File: src/rtl/aes_fifo_pkg.sv
// aes_fifo_pkg: shared widths, default depth and sizing helpers for the AES block FIFO
package aes_fifo_pkg;
  localparam int AES_WORD_W = 32;
  localparam int AES_BLOCK_W = 128;
  localparam int AES_FIFO_DEPTH = 4;
  function automatic int ptr_width(input int depth);
    return depth > 1 ? $clog2(depth) : 1;
  endfunction
  function automatic int level_width(input int depth);
    return $clog2(depth + 1);
  endfunction
endpackage

File: src/rtl/aes_word_packer.sv
// aes_word_packer: gathers RATIO input words MSB-first into one cipher block
module aes_word_packer #(
  parameter int IN_WIDTH = 32,
  parameter int RATIO = 4,
  localparam int OUT_WIDTH = IN_WIDTH * RATIO,
  localparam int PLW = $clog2(RATIO)
) (
  input  logic                 clk,
  input  logic                 reset,
  input  logic                 flush,
  input  logic                 push,
  input  logic [IN_WIDTH-1:0]  in_data,
  output logic [PLW-1:0]       pack_level,
  output logic                 block_done,
  output logic [OUT_WIDTH-1:0] block_data
);
  logic [OUT_WIDTH-IN_WIDTH-1:0] sr;
  logic last;
  assign last = pack_level == PLW'(RATIO - 1);
  assign block_done = push && last;
  // the completing word joins the held words combinationally so the block commits on that edge
  assign block_data = {sr, in_data};
  always_ff @(posedge clk or posedge reset)
    if (reset) pack_level <= '0;
    else if (flush) pack_level <= '0;
    else if (push) pack_level <= last ? '0 : pack_level + PLW'(1);
  always_ff @(posedge clk)
    if (push) sr <= block_data[OUT_WIDTH-IN_WIDTH-1:0];
endmodule

File: src/rtl/aes_block_fifo.sv
// aes_block_fifo: packs bus words into AES blocks and queues them; AES_FIFO_ERR_FLAGS_EN enables sticky overflow/underflow
module aes_block_fifo
  import aes_fifo_pkg::*;
#(
  parameter int IN_WIDTH = AES_WORD_W,
  parameter int RATIO = AES_BLOCK_W / AES_WORD_W,
  parameter int DEPTH = AES_FIFO_DEPTH,
  parameter int AFULL_THRESH = DEPTH - 1,
  localparam int OUT_WIDTH = IN_WIDTH * RATIO,
  localparam int PW = ptr_width(DEPTH),
  localparam int LW = level_width(DEPTH),
  localparam int PLW = $clog2(RATIO)
) (
  input  logic                 clk,
  input  logic                 reset,
  input  logic                 flush,
  input  logic                 in_valid,
  output logic                 in_ready,
  input  logic [IN_WIDTH-1:0]  in_data,
  output logic                 out_valid,
  input  logic                 out_ready,
  output logic [OUT_WIDTH-1:0] out_data,
  output logic [LW-1:0]        level,
  output logic [PLW-1:0]       pack_level,
  output logic                 almost_full,
  output logic                 overflow,
  output logic                 underflow
);
  logic [OUT_WIDTH-1:0] mem [DEPTH];
  logic [OUT_WIDTH-1:0] block_data;
  logic [PW-1:0] wr_ptr, rd_ptr;
  logic push, pop, commit;
  // only the completing word can stall, so partial words never back up the bus
  assign in_ready = pack_level != PLW'(RATIO - 1) || level < LW'(DEPTH);
  assign out_valid = level != '0;
  assign out_data = mem[rd_ptr];
  assign almost_full = level >= LW'(AFULL_THRESH);
  assign push = in_valid && in_ready && !flush;
  assign pop = out_valid && out_ready && !flush;
  aes_word_packer #(.IN_WIDTH(IN_WIDTH), .RATIO(RATIO)) u_packer (
    .clk(clk),
    .reset(reset),
    .flush(flush),
    .push(push),
    .in_data(in_data),
    .pack_level(pack_level),
    .block_done(commit),
    .block_data(block_data)
  );
  always_ff @(posedge clk)
    if (commit) mem[wr_ptr] <= block_data;
  always_ff @(posedge clk or posedge reset)
    if (reset) begin
      wr_ptr <= '0;
      rd_ptr <= '0;
      level <= '0;
    end else if (flush) begin
      wr_ptr <= '0;
      rd_ptr <= '0;
      level <= '0;
    end else begin
      if (commit) wr_ptr <= wr_ptr == PW'(DEPTH - 1) ? '0 : wr_ptr + PW'(1);
      if (pop) rd_ptr <= rd_ptr == PW'(DEPTH - 1) ? '0 : rd_ptr + PW'(1);
      level <= (commit && !pop) ? level + LW'(1) : (pop && !commit) ? level - LW'(1) : level;
    end
`ifdef AES_FIFO_ERR_FLAGS_EN
  always_ff @(posedge clk or posedge reset)
    if (reset) begin
      overflow <= 1'b0;
      underflow <= 1'b0;
    end else if (flush) begin
      overflow <= 1'b0;
      underflow <= 1'b0;
    end else begin
      if (in_valid && !in_ready) overflow <= 1'b1;
      if (out_ready && !out_valid) underflow <= 1'b1;
    end
`else
  assign overflow = 1'b0;
  assign underflow = 1'b0;
`endif
endmodule

File: config.mk
export PLATFORM = sky130hd
export DESIGN_NAME = aes_block_fifo
export DESIGN_NICKNAME = d
export VERILOG_FILES = /design/src/rtl/aes_fifo_pkg.sv /design/src/rtl/aes_word_packer.sv /design/src/rtl/aes_block_fifo.sv
export SDC_FILE = /design/constraint.sdc
export NUM_CORES = 1
export LEC_CHECK = 0
export CAP_MARGIN = 20
export CELL_PAD_IN_SITES_DETAIL_PLACEMENT = 0
export CELL_PAD_IN_SITES_GLOBAL_PLACEMENT = 2
export CORE_ASPECT_RATIO = 1.25
export CORE_MARGIN = 2
export CORE_UTILIZATION = 45
export CTS_BUF_LIST = sky130_fd_sc_hd__clkbuf_8
export DETAILED_ROUTE_END_ITERATION = 8
export HOLD_SLACK_MARGIN = 0.03
export PLACE_DENSITY = 0.87
export SYNTH_ARGS = -nofsm -noshare
export SYNTH_HDL_FRONTEND = slang
export SYNTH_SLANG_ARGS = --single-unit
File: constraint.sdc
create_clock -name clk -period 6.66 [get_ports clk]
set_input_delay 0.666 -clock clk [delete_from_list [all_inputs] [get_ports clk]]
set_output_delay 0.666 -clock clk [all_outputs]
set_load 0.1 [all_outputs]
==> results.toml <==
[critical_path]
endpoint_kind = "output port"
required_ps = 5990
start_kind = "flop"
r2r_start = "u_packer.pack_level[0]"
crit_start = "rd_ptr[0]"
worstPathArrival_ps = 3820
critical_path_class = "reg2out"
path_max_fanout = 119

[yosys]
synth_area_mm2 = 0.02197
synth.distinct_cells = 30
postSynthAreaPerCell_um2 = 26.40
synth_seq_area_share = 0.8414
synth_cells = 832
synth_top_cell_by_area = "edfxtp_1"
yosys-top-cells-area = "edfxtp_1, mux4_2, dfrtp_1, buf_6, ha_1"
ys_ff_latch = 617
yosysTopAreaCellShare = 0.8312
ys_warn_count = 0

[grt]
grt_pass1_vias = 9679
gr-total-overflow = 0
grt_pass1_wl_um = 59150
antenna_found_initial = 1
grt_usage = 0.1567
grt_max_degree = 120

[drt]
drcViolationCount = 0
first_pass_iters = 5
vias_per_cell = 5.125
routed_wl_um = 39470
ant_nets = 0
num_vias = 9137
wire_per_inst_um = 22.14
drtIter0Drc = 706

[power_and_ir_drop]
power_frac_seq = 0.477
power.share.clock = 0.293
vdd_drop_max_mv = 0.1564
cellPowerDensity_mw_per_mm2 = 350.9
pwr-share-comb = 0.230
power.share.switching = 0.3198
power.leakage_nw = 8.101
total_power_mw = 9.134
p_int_mw = 6.213
power.switching_mw = 2.921

[placement]
hpwlAfterDp_um = 21470
io_buffers = 172
dp_cells = 1624
routabilityCongestion = 0.7064
dp_slack_ps = 2696
post_dp_cell_area_mm2 = 0.02444

[hold_path]
hold_class = "in2async"

[sta]
max_freq_mhz = 222.8
holdWs_ps = 284.5
maxSlewViolCount = 0
finalWorstSetupSlack_ps = 2171
period_needed_ps = 4489
finalSetupViolations = 0
skew_ps = 31.87
hold_viol_final = 0
rsz0062_at_grt = "false"
slew_headroom = 0.2496
tightest_slew_ps = 1126
fin_crit_sh = 0.6741
setup-tns-final_ps = 0

[finish]
design_area_mm2 = 0.02604
fin_util = 0.5402
drive_gt1_frac = 0.2258
nets = 1114
instances_no_fill = 1783
fillers = 3667
area_growth_pct = 18.52

[clock_tree]
htree_levels = 3
postCtsSetupBuffers = 0
post_cts_resized = 0
clock_latency_ps = 650
root_buffer = "clkbuf_8"
numCtsBuffers = 88
cts_tree = "done"
cts_buffer_depth = 3
ctsHoldBuffers = 0
path_clk_slew_ps = 70
cts.sinks = 617

[floorplanning]
ios = 175
rows = 90
fp.dieW_um = 201.6
core_area_mm2 = 0.04820
die_h_um = 251.0
start_util = 0.4558
die-area_mm2 = 0.05061

[run]
drv_cap = 0

[status]
status = "completed"
-- Yosys cell counts --
library cell and n:
edfxtp_1 608, mux4_2 128, buf_1 10, buf_6 10, dfrtp_1 9, a21oi_1 6
ha_1 6, inv_1 6, nand2_1 6, nor2_1 6, and2_1 5, buf_2 5
buf_4 4, clkbuf_1 4, nor3_1 2, o31ai_1 2, xnor2_1 2, a211oi_1 1
a21o_1 1, conb_1 1, fa_1 1, mux2i_1 1, nand2b_1 1, nand3_1 1
nor3b_1 1, nor4b_1 1, nor4bb_4 1, o21ai_0 1, o31ai_4 1, or3_1 1
-- cell type report --
cell class	count	area, um^2	area share
sequential	617	18490	0.7102
clock buffer	93	1280	0.04916
inverter	6	22.52	0.0008651
antenna	1	2.502	0.00009612
multi-input combinational	177	3262	0.1253
timing repair buffer	180	1857	0.07132
clock inverter	65	315.3	0.01211
tap	644	805.8	0.03095
-- worst max-delay path, stage by stage, from the launching register on --
cell             delay [ps]
dfrtp_4                 580
buf_12                  670
mux4_2                  670
clkdlybuf4s50_1        1000
-- state kept, by name (all words and copies together), names as in the netlist --
| name | count |
|---|---|
| level | 3 |
| mem | 512 |
| rd_ptr | 2 |
| u_packer.pack_level | 2 |
| u_packer.sr | 96 |
| wr_ptr | 2 |
-- power by group through the flow --
stage / Sequential (mW) / Clock (mW) / Combinational, mW
finish: 4.35 / 2.68 / 2.10
global route: 4.36 / 2.93 / 2.17
CTS: 4.36 / 2.76 / 2.14
detailed placement: 4.44 / 0 / 2.13
global placement: 4.43 / 0 / 2.13
floorplan: 4.44 / 0 / 1.69
-- routing by layer --
metal  share of wire  vias to the layer above  track usage
li1                -                     4038            -
met1            0.44                     4808       0.2174
met2            0.49                      244       0.2481
met3           0.047                       47      0.03695
met4           0.017                        0      0.05168
met5               0                        -            0
-- cells by family after synthesis --
kind of cell	Yosys count	share of synthesized area
adder cells (fa/ha/maj)	7	0.004329
flip-flops	617	0.8414
multiplexers	129	0.1317
XOR/XNOR	2	0.0007976
buffers and inverters	39	0.01105
other	1	0.0001707
AND/OR/NAND/NOR	25	0.006607
AO/OA/AOI/OAI	12	0.003930
-- placed cells by master (no fill, tap or decap), drive strengths merged --
cell type and count:
nor4b 1, bufinv 1, a21o 1, edfxtp 608, or3 1, xnor2 2, o21ai 1, o31ai 3
a21oi 6, nand2b 1, conb 2, buf 8, clkinv 30, inv 38, nor2 6, mux2i 1
nor4bb 1, a211oi 1, diode 1, nand3 1, mux4 128, clkdlybuf4s50 172, clkinvlp 2, nor3b 1
fa 1, dfrtp 9, and2 5, ha 6, nand2 6, clkbuf 93, nor3 2
-- path summary, 6_finish.rpt --
path                       slack (ps)  cells past startpoint            to
min in group clk                  470                      0   mem[3][102]
max reg2reg                      3620                      4    mem[0][40]
min reg2reg                       470                      0   mem[3][102]
min                               280                      2     rd_ptr[1]
max                              2170                      3  out_data[50]
max in group asynchronous        6080                      2     rd_ptr[0]
Power figures use the tool's default switching activity.
